### src/rtl/acc_job_scheduler_if.sv
// Instruction-source and accelerator-side signals of acc_job_scheduler.
// slave = scheduler side, master = instruction source / accelerators.
interface acc_job_scheduler_if #(
    parameter int FIFO_DEPTH = 4
);
    localparam int CW = $clog2(FIFO_DEPTH + 1);

    logic [31:0]   instruction;
    logic          instr_valid;
    logic          instr_ready;
    logic          fft_read_done;
    logic          fft_write_done;
    logic          fir_read_done;
    logic          fir_write_done;
    logic          fft_enable;
    logic          fir_enable;
    logic          acc_done;
    logic          acc_error;
    logic [1:0]    acc_op;
    logic          busy;
    logic [CW-1:0] queue_count;

    modport slave (
        input  instruction, instr_valid,
        input  fft_read_done, fft_write_done,
        input  fir_read_done, fir_write_done,
        output instr_ready, fft_enable, fir_enable,
        output acc_done, acc_error, acc_op,
        output busy, queue_count
    );

    modport master (
        output instruction, instr_valid,
        output fft_read_done, fft_write_done,
        output fir_read_done, fir_write_done,
        input  instr_ready, fft_enable, fir_enable,
        input  acc_done, acc_error, acc_op,
        input  busy, queue_count
    );
endinterface

### src/rtl/acc_job_scheduler.sv
// Queues accelerator instructions and runs them one at a time on FFT/FIR.
// Optional per-job watchdog is built when ACC_TIMEOUT_EN is defined.
module acc_job_scheduler #(
    parameter int FIFO_DEPTH     = 4,
    parameter int TIMEOUT_CYCLES = 1024
) (
    input  logic               clk,
    input  logic               reset,
    acc_job_scheduler_if.slave bus
);
    localparam int AW = $clog2(FIFO_DEPTH);
    localparam int CW = $clog2(FIFO_DEPTH + 1);
    localparam logic [1:0] OP_FFT = 2'b01;
    localparam logic [1:0] OP_FIR = 2'b10;

    typedef enum logic [2:0] {
        IDLE, RUN_RD, RUN_WR, DONE, ERR
    } state_e;

    state_e        state_q;
    logic [31:0]   mem_q [FIFO_DEPTH];
    logic [AW-1:0] wr_ptr_q, wr_ptr_d;
    logic [AW-1:0] rd_ptr_q, rd_ptr_d;
    logic [CW-1:0] count_q, count_d;
    logic          push, pop;
    logic [1:0]    head_op;
    logic          unused_head;
    logic [1:0]    op_q, acc_op_q;
    logic          fft_en_q, fir_en_q;
    logic          done_q, err_q;
    logic          rd_done, wr_done, timeout;

    assign bus.instr_ready = count_q < CW'(FIFO_DEPTH);
    assign push    = bus.instr_valid && bus.instr_ready;
    assign pop     = (state_q == IDLE) && (count_q != '0);
    assign head_op = mem_q[rd_ptr_q][1:0];
    assign unused_head = ^mem_q[rd_ptr_q][31:2];

    // Only the selected accelerator's completion levels matter.
    assign rd_done = (op_q == OP_FFT) ? bus.fft_read_done
                                      : bus.fir_read_done;
    assign wr_done = (op_q == OP_FFT) ? bus.fft_write_done
                                      : bus.fir_write_done;

    assign bus.fft_enable  = fft_en_q;
    assign bus.fir_enable  = fir_en_q;
    assign bus.acc_done    = done_q;
    assign bus.acc_error   = err_q;
    assign bus.acc_op      = acc_op_q;
    assign bus.busy        = state_q != IDLE;
    assign bus.queue_count = count_q;

    // Next FIFO pointers and occupancy.
    always_comb begin
        wr_ptr_d = push ? wr_ptr_q + AW'(1) : wr_ptr_q;
        rd_ptr_d = pop  ? rd_ptr_q + AW'(1) : rd_ptr_q;
        count_d  = count_q + CW'(push) - CW'(pop);
    end

    // FIFO storage; contents need no reset, the pointers define validity.
    always_ff @(posedge clk) begin
        if (push) begin
            mem_q[wr_ptr_q] <= bus.instruction;
        end
    end

    // FIFO pointers and count; reset flushes the queue.
    always_ff @(posedge clk) begin
        if (reset) begin
            wr_ptr_q <= '0;
            rd_ptr_q <= '0;
            count_q  <= '0;
        end else begin
            wr_ptr_q <= wr_ptr_d;
            rd_ptr_q <= rd_ptr_d;
            count_q  <= count_d;
        end
    end

`ifdef ACC_TIMEOUT_EN
    localparam int WW = $clog2(TIMEOUT_CYCLES + 1);
    logic [WW-1:0] wdog_q;

    assign timeout = wdog_q == WW'(TIMEOUT_CYCLES - 1);

    // Watchdog restarts for each awaited done and idles at zero.
    always_ff @(posedge clk) begin
        if (reset) begin
            wdog_q <= '0;
        end else if (state_q == RUN_RD) begin
            wdog_q <= rd_done ? '0 : wdog_q + WW'(1);
        end else if (state_q == RUN_WR) begin
            wdog_q <= wdog_q + WW'(1);
        end else begin
            wdog_q <= '0;
        end
    end
`else
    localparam int unused_timeout = TIMEOUT_CYCLES;
    assign timeout = 1'b0;
`endif

    // Job FSM with registered enables and status pulses.
    always_ff @(posedge clk) begin
        if (reset) begin
            state_q  <= IDLE;
            op_q     <= 2'b00;
            acc_op_q <= 2'b00;
            fft_en_q <= 1'b0;
            fir_en_q <= 1'b0;
            done_q   <= 1'b0;
            err_q    <= 1'b0;
        end else begin
            done_q <= 1'b0;
            err_q  <= 1'b0;
            unique case (state_q)
                IDLE: begin
                    if (pop) begin
                        op_q <= head_op;
                        if (head_op == OP_FFT || head_op == OP_FIR) begin
                            state_q  <= RUN_RD;
                            fft_en_q <= head_op == OP_FFT;
                            fir_en_q <= head_op == OP_FIR;
                        end else begin
                            state_q  <= ERR;
                            err_q    <= 1'b1;
                            acc_op_q <= head_op;
                        end
                    end
                end
                RUN_RD: begin
                    if (rd_done && wr_done) begin
                        state_q  <= DONE;
                        fft_en_q <= 1'b0;
                        fir_en_q <= 1'b0;
                        done_q   <= 1'b1;
                        acc_op_q <= op_q;
                    end else if (rd_done) begin
                        state_q <= RUN_WR;
                    end else if (timeout) begin
                        state_q  <= ERR;
                        fft_en_q <= 1'b0;
                        fir_en_q <= 1'b0;
                        err_q    <= 1'b1;
                        acc_op_q <= op_q;
                    end
                end
                RUN_WR: begin
                    if (wr_done) begin
                        state_q  <= DONE;
                        fft_en_q <= 1'b0;
                        fir_en_q <= 1'b0;
                        done_q   <= 1'b1;
                        acc_op_q <= op_q;
                    end else if (timeout) begin
                        state_q  <= ERR;
                        fft_en_q <= 1'b0;
                        fir_en_q <= 1'b0;
                        err_q    <= 1'b1;
                        acc_op_q <= op_q;
                    end
                end
                DONE, ERR: begin
                    state_q <= IDLE;
                end
                default: begin
                    state_q <= IDLE;
                end
            endcase
        end
    end
endmodule

### src/flat_wrapper.sv
// flat-port wrapper written by rule: the top's interface ports become plain ports
module acc_job_scheduler_flat 
#(
    parameter int FIFO_DEPTH     = 4,
    parameter int TIMEOUT_CYCLES = 1024
)
  (clk, reset, bus_instruction, bus_instr_valid, bus_fft_read_done, bus_fft_write_done, bus_fir_read_done, bus_fir_write_done, bus_instr_ready, bus_fft_enable, bus_fir_enable, bus_acc_done, bus_acc_error, bus_acc_op, bus_busy, bus_queue_count);
  acc_job_scheduler_if #(.FIFO_DEPTH(FIFO_DEPTH)) bus_i ();
  input  logic clk;
  input  logic reset;
  input wire logic [$bits(bus_i.instruction)-1:0] bus_instruction;
  input wire logic [$bits(bus_i.instr_valid)-1:0] bus_instr_valid;
  input wire logic [$bits(bus_i.fft_read_done)-1:0] bus_fft_read_done;
  input wire logic [$bits(bus_i.fft_write_done)-1:0] bus_fft_write_done;
  input wire logic [$bits(bus_i.fir_read_done)-1:0] bus_fir_read_done;
  input wire logic [$bits(bus_i.fir_write_done)-1:0] bus_fir_write_done;
  output wire logic [$bits(bus_i.instr_ready)-1:0] bus_instr_ready;
  output wire logic [$bits(bus_i.fft_enable)-1:0] bus_fft_enable;
  output wire logic [$bits(bus_i.fir_enable)-1:0] bus_fir_enable;
  output wire logic [$bits(bus_i.acc_done)-1:0] bus_acc_done;
  output wire logic [$bits(bus_i.acc_error)-1:0] bus_acc_error;
  output wire logic [$bits(bus_i.acc_op)-1:0] bus_acc_op;
  output wire logic [$bits(bus_i.busy)-1:0] bus_busy;
  output wire logic [$bits(bus_i.queue_count)-1:0] bus_queue_count;
  assign bus_i.instruction = bus_instruction;
  assign bus_i.instr_valid = bus_instr_valid;
  assign bus_i.fft_read_done = bus_fft_read_done;
  assign bus_i.fft_write_done = bus_fft_write_done;
  assign bus_i.fir_read_done = bus_fir_read_done;
  assign bus_i.fir_write_done = bus_fir_write_done;
  assign bus_instr_ready = bus_i.instr_ready;
  assign bus_fft_enable = bus_i.fft_enable;
  assign bus_fir_enable = bus_i.fir_enable;
  assign bus_acc_done = bus_i.acc_done;
  assign bus_acc_error = bus_i.acc_error;
  assign bus_acc_op = bus_i.acc_op;
  assign bus_busy = bus_i.busy;
  assign bus_queue_count = bus_i.queue_count;
  acc_job_scheduler #(.FIFO_DEPTH(FIFO_DEPTH), .TIMEOUT_CYCLES(TIMEOUT_CYCLES)) u_core (.clk(clk), .reset(reset), .bus(bus_i));
endmodule
### config.mk
export PLATFORM = sky130hd
export DESIGN_NAME = acc_job_scheduler_flat
export DESIGN_NICKNAME = d
export VERILOG_FILES = /design/src/rtl/acc_job_scheduler_if.sv /design/src/rtl/acc_job_scheduler.sv /design/src/flat_wrapper.sv
export SDC_FILE = /design/constraint.sdc
export NUM_CORES = 1
export LEC_CHECK = 0
export CAP_MARGIN = 10
export CORE_ASPECT_RATIO = 0.8
export CORE_MARGIN = 4
export CORE_UTILIZATION = 39
export CTS_BUF_LIST = sky130_fd_sc_hd__clkbuf_16
export DETAILED_ROUTE_END_ITERATION = 10
export PLACE_DENSITY = 0.82
export REMOVE_ABC_BUFFERS = 1
export SLEW_MARGIN = 20
export SYNTH_ARGS = -nofsm -noshare
export SYNTH_HDL_FRONTEND = slang
export SYNTH_SLANG_ARGS = --single-unit
export TNS_END_PERCENT = 1
### constraint.sdc
create_clock -name clk -period 2.17 [get_ports clk]
set_input_delay 0.217 -clock clk [delete_from_list [all_inputs] [get_ports clk]]
set_output_delay 0.217 -clock clk [all_outputs]
set_load 0.05 [all_outputs]
======== After elaboration in Yosys (flattened, before gate mapping) ========
Memories as Yosys holds them, arrays and structs flattened. A register that Yosys moved wholly into a read port is not among the register bits.
Index checks and enable logic that the tools add are counted.
word-level totals
  bits in registers ....................... 18
  RAM bits ................................ 128
  output and inout bits ................... 11
  logic and storage cells ................. 71
  memories ................................ 1
memories
  memory        words  bits a word  read ports  clocked after Yosys merged registers in  write ports  RTL line                 source
  u_core.mem_q  4      32           1           1                                        1            acc_job_scheduler.sv:21  logic [31:0] mem_q [FIFO_DEPTH];
cells by class
  $add $sub $neg .......................... 4
  order comparisons ....................... 1
  equal/unequal tests ..................... 11
  mux-type cells .......................... 29
  bitwise operators ....................... 2
  reduce and logical (&&, ||, !) cells .... 13
operators with widths
  cell                                            count
  2-to-1 mux 3 bit                                5
  2-to-1 mux 1 bit                                13
  2-to-1 mux 2 bit                                6
  AND reduction 5 bit                             2
  one-hot mux 3 bit (3 select lines)              1
  nonzero test 3 bit                              3
  != test 2 x 1 -> 1 bit (second input constant)  3
  one-hot mux 1 bit (3 select lines)              2
  one-hot mux 2 bit (3 select lines)              1
  adder 2 x 1 -> 2 bit (second input constant)    2
  == test 2 x 1 -> 1 bit (second input constant)  2
  != test 2 bit (second input constant)           2
  adder 3 x 1 -> 3 bit                            1
  == test 3 x 1 -> 1 bit (second input constant)  1
  == test 3 x 2 -> 1 bit (second input constant)  1
  logical AND 1 bit                               3
  zero test 3 bit                                 1
  < comparator 3 bit (second input constant)      1
  != test 3 x 1 -> 1 bit (second input constant)  1
  AND reduction 3 bit                             1
  OR reduction 3 bit                              1
  subtractor 3 x 1 -> 3 bit                       1
  == test 2 bit (second input constant)           1
  NOT 1 bit                                       2
  3 further kinds                                 3

======== Longest topological paths before layout ========
Gate-level depths: netlist of run 1.
  word-level depth ........................ 5
  mapped depth ............................ 11
  depth with buffers taken out ............ 10

======== Least setup slack after synthesis of run 1 ========
Ideal clock, no wire load.
  path kind ............................... flip-flop to flip-flop
  from .................................... register u_core.state_q[2]
  to ...................................... register u_core.count_q[2] (netlist: u_core.bus.queue_count[2])
  setup time .............................. 128 ps
  arrival time ............................ 2481 ps
  required time ........................... 2042 ps
  setup slack ............................. -439 ps
  cell stages (with the launch flop) ...... 12
  buffers on the path ..................... 1
  period minus slack after synthesis ...... 2609 ps
  path through ............................ dfxtp_1 buf_6 or3_1 or2_1 nor2_1 a21o_1 ha_1 inv_1 fa_1 xnor2_1 xnor2_1 nor2_1
on the way
  longest elaborated chain between the ends .. 3
RTL lines
  what                       RTL line                  source
  start: declaration         acc_job_scheduler.sv:20   state_e state_q;
  start signal: assignment   acc_job_scheduler.sv:106  state_q <= IDLE;
  start signal: assignment   acc_job_scheduler.sv:121  state_q <= RUN_RD;
  start signal: assignment   acc_job_scheduler.sv:125  state_q <= ERR;
  zero test 3 bit            acc_job_scheduler.sv:35   assign pop = (state_q == IDLE) && (count_q != '0);
  logical AND 1 bit          acc_job_scheduler.sv:35
  subtractor 3 x 1 -> 3 bit  acc_job_scheduler.sv:57   count_d = count_q + CW'(push) - CW'(pop);
  end signal: assignment     acc_job_scheduler.sv:76   count_q <= count_d;
  end: declaration           acc_job_scheduler.sv:24   logic [CW-1:0] count_q, count_d;
Every way passes these cells.
A chain may end at the register's enable or synchronous reset.

======== Final worst setup path of run 1 ========
  from .................................... register u_core.state_q[0]
  to ...................................... register u_core.count_q[2] (netlist: u_core.bus.queue_count[2])
The elaborated chain is that of the path after synthesis.

==> qor.csv, run 1 <==
stage;metric;value;unit
outcome;status;complete, but fails checks;
outcome;violations;negative setup slack;
power;p_per_area;1610;nW/um^2
sta;finClkSkew;1.67;ps
global_routing;antenna_found_initial;0;
placement;hpwlAfterDp;1950;um
floorplanning;coreArea;3180;um^2
cts;clockBufferDepth;2;
global_routing;grt_max_degree;16;
setup_path;critPathSlowestCell;or3_4;
route;routedWlPerCell;13.2;um
power;power;2.90;mW
hold_path;holdPathEnd;u_core.bus.fft_enable;
route;drc;0;
route;route.met2.wl;1320;um
cts;path_clk_slew;70;ps
floorplanning;start_util;0.416;
route;via_per_inst;4.93;
sta;finalMaxSlewViolations;0;
setup_path;r2r_start;u_core.state_q[0];
route;top_layer_used;met4;
sta;setup_ws;-11.7;ps
route;drt_iter0_drc;22;
power;netSwitchingPower;1.16;mW
floorplanning;design.die.area;4390;um^2
job;max_cap_viol_count;0;
power;internal-power;1.74;mW
route;firstDrtPassIters;4;
sta;period_share;1.01;
layout;drive_above_1_share;0.244;
placement;place.gp.congestion;0.833;
setup_path;worstSetupPathType;flip-flop to flip-flop;
layout;syn_to_final_growth;36.6;%
setup_path;arrival;2320;ps
power;ir_drop;0.00111;V
setup_path;crit_chain;or3_4 -> or2_4 -> nor2_4 -> a21o_1 -> ha_1 -> inv_1 -> fa_2 -> xnor2_2 -> xnor2_1 -> nor2_1;
power;p_leak;0.696;nW
cts;cts_hold_buf;0;
sta;fin_crit;2180;ps
sta;relSlewSlack;0.610;
layout;antenna_cells;0;
route;wl_met3;117;um
sta;setup_violations;1;
cts;clk_latency;260;ps
setup_path;r2r_slack;-10;ps
setup_path;r2r_cells;10;
sta;rsz0062_at_grt;true;
yosys;yosysTopAreaCell;dfxtp_1;
setup_path;cp-end-kind;flip-flop;
yosys;synth_cells;123;
setup_path;cpPeakStageDelay;390;ps
cts;cts_buffers;3;
hold_path;min_path_cells;1;
power;combPwrFrac;0.584;
sta;fmax;458;MHz
placement;dp.cells;191;
hold_path;hold_start;u_core.bus.fft_enable;
setup_path;crit_family;simple AND/OR/NAND/NOR gates;
sta;tightest_slew;584;ps
setup_path;crit_buf_inv;1;
route;wl_met1;1140;um
layout;final_cells;196;
route;antenna_left;0;
layout;finalNetCount;204;
power;netSwitchingFraction;0.399;
yosys;synth_area;1320;um^2
sta;hold_ws;477;ps
global_routing;grt_usage;0.127;
global_routing;grt_pass1_wl;4260;um
yosys;synth-seq-cells;28;
yosys;synth_top_area_share;0.303;
yosys;ys_types;36;
global_routing;grt_pass1_vias;986;
cts;clock-root-buffer;clkbuf_16;
yosys;synth_area_leaders;dfxtp_1 30%, edfxtp_1 18%, ha_1 6.6%;
hold_path;hp-class;flip-flop to flip-flop;
cts;clkSinkCount;28;
yosys;syn_avg_cell_area;10.7;um^2
floorplanning;num_io_pins;50;
cts;htree_levels;1;
cts;cts_tree;yes;
floorplanning;fp.dieH;60.0;um
placement;port_buffers;19;
floorplanning;die_x;73.0;um
setup_path;timing.rr.end;u_core.bus.queue_count[2];
route;drt_wl_total;2580;um
global_routing;overflow;0;
route;vias;966;
floorplanning;rows;18;
yosys;synth_warnings;0;
power;seqPwrFrac;0.273;
setup_path;worstPathMaxFanout;2;
yosys;synth-seq-area-share;0.485;
power;p_clk_frac;0.143;
sta;hold_violations;0;
sta;setup_tns;-11.7;ps
setup_path;start_kind;flip-flop;
setup_path;cp.required;2300;ps
==> metal layers <==
| layer | global-route usage | up-vias |
|---|---|---|
| li1 | - | 490 |
| met1 | 0.148 | 455 |
| met2 | 0.229 | 19 |
| met3 | 0.0437 | 2 |
| met4 | 0.0237 | 0 |
| met5 | 0 | - |
==> cells in the mapped netlist <==
cell      count
dfxtp_1      20
nor2_1       16
edfxtp_1      8
inv_1         8
a21oi_1       7
ha_1          7
a211oi_1      5
nand2_1       5
and2_1        4
nor3_1        4
xnor2_1       4
nor3b_1       3
a21o_1        2
a31o_1        2
buf_6         2
clkbuf_1      2
mux4_2        2
nand2b_1      2
nor2b_1       2
nor4b_1       2
a21oi_2       1
a311oi_1      1
fa_1          1
mux2_4        1
mux2i_1       1
nand2b_4      1
nand3_1       1
nand3_2       1
nand4b_1      1
o21a_1        1
or2_1         1
or2b_1        1
or3_1         1
or3_4         1
or4b_2        1
xor2_1        1
==> through the flow <==
stage | setup slack (ps) | area [um^2] | util
after detailed placement | -209 | 1630 | 0.513
after global placement | -164 | 1630 | 0.513
after floorplan | -410 | 1290 | -
after global routing | -130 | 1800 | 0.568
final | -11.7 | 1800 | 0.568
after CTS | -25.7 | 1750 | 0.551
==> sequential cells by signal, summed over array words and instances (netlist names), 2 cells and up, named ones only <==
signal,cells
u_core.wr_ptr_q,2
u_core.rd_ptr_q,2
u_core.bus.acc_op,2
u_core.state_q,3
u_core.mem_q,8
u_core.bus.queue_count,3
u_core.op_q,2
==> power by group through the flow <==
stage	clock, mW	sequential [mW]	combinational (mW)
2_1_floorplan	0	0.982	0.782
3_3_place_gp	0	0.782	1.43
3_5_place_dp	0	0.792	1.48
4_1_cts	0.426	0.785	1.56
5_1_grt	0.446	0.810	1.84
6_report	0.415	0.791	1.70
==> cell usage in the layout (no fill, tap or decap), types with 2 or more instances in the layout <==
| cell type | Yosys | layout |
|---|---|---|
| a21o_1 | 2 | 2 |
| ha_1 | 7 | 6 |
| nor3b_1 | 3 | 3 |
| buf_4 | 0 | 14 |
| a31o_1 | 2 | 2 |
| nand2_1 | 5 | 5 |
| inv_1 | 8 | 7 |
| dfxtp_1 | 20 | 18 |
| clkbuf_16 | 0 | 3 |
| nor2_1 | 16 | 15 |
| nor2b_1 | 2 | 2 |
| clkdlybuf4s50_1 | 0 | 19 |
| and2_1 | 4 | 4 |
| a211oi_1 | 5 | 5 |
| nand2b_1 | 2 | 2 |
| dfxtp_2 | 0 | 2 |
| edfxtp_1 | 8 | 8 |
| a21oi_1 | 7 | 7 |
| or3_4 | 1 | 2 |
| nor3_1 | 4 | 2 |
| xnor2_1 | 4 | 3 |
| mux4_2 | 2 | 2 |
==> worst max-delay path by stage <==
stage / startpoint / end / slack (ps) / cells after the start
after floorplan: u_core.state_q[0] / u_core.bus.queue_count[2] / -410 / 10
after global placement: flip-flop / u_core.bus.fir_enable / -160 / 8
after detailed placement: flip-flop / u_core.bus.fir_enable / -210 / 8
after CTS: u_core.mem_q[3][0] / u_core.bus.fir_enable / -30 / 8
after global routing: u_core.state_q[0] / u_core.bus.queue_count[2] / -130 / 10
final: u_core.state_q[0] / u_core.bus.queue_count[2] / -10 / 10
==> logic make-up (layout without fill, tap and decap cells) <==
group / Yosys count / in the layout / synth area share
buffers and inverters: 12 / 45 / 0.0455
AOI/OAI and AO/OA: 19 / 19 / 0.0986
muxes: 4 / 4 / 0.0531
and+or+nand+nor: 47 / 47 / 0.203
xor gates and xnor gates: 5 / 5 / 0.0332
DFF: 28 / 28 / 0.485
adders and majority gates: 8 / 8 / 0.0815
==> cell type report <==
cell class	count	area [um^2]
fill	272	1370
sequential	28	643
clock inverter	1	3.75
timing repair buffer	33	295
inverter	8	30.0
multi-input combinational	83	706
clock buffer	3	75.1
tap	40	50.0
==> timing repair <==
item | in CTS | in global routing
setup endpoints to repair | 5 | 5
pin swaps | 2 | 5
cloned | 0 | 0
buffers inserted | 0 | 1
gates resized for setup | 9 | 9
(Power assumes the default switching activity.)
==> inputs of run 2 (changes only) <==
--- a/config.mk
+++ b/config.mk
@@ -13,7 +13,6 @@
 export DETAILED_ROUTE_END_ITERATION = 10
 export PLACE_DENSITY = 0.82
 export REMOVE_ABC_BUFFERS = 1
-export SLEW_MARGIN = 20
 export SYNTH_ARGS = -nofsm -noshare
 export SYNTH_HDL_FRONTEND = slang
 export SYNTH_SLANG_ARGS = --single-unit
==> results of run 2 <==
Same layout as run 1: the final DEF is identical, and so are final timing and power.
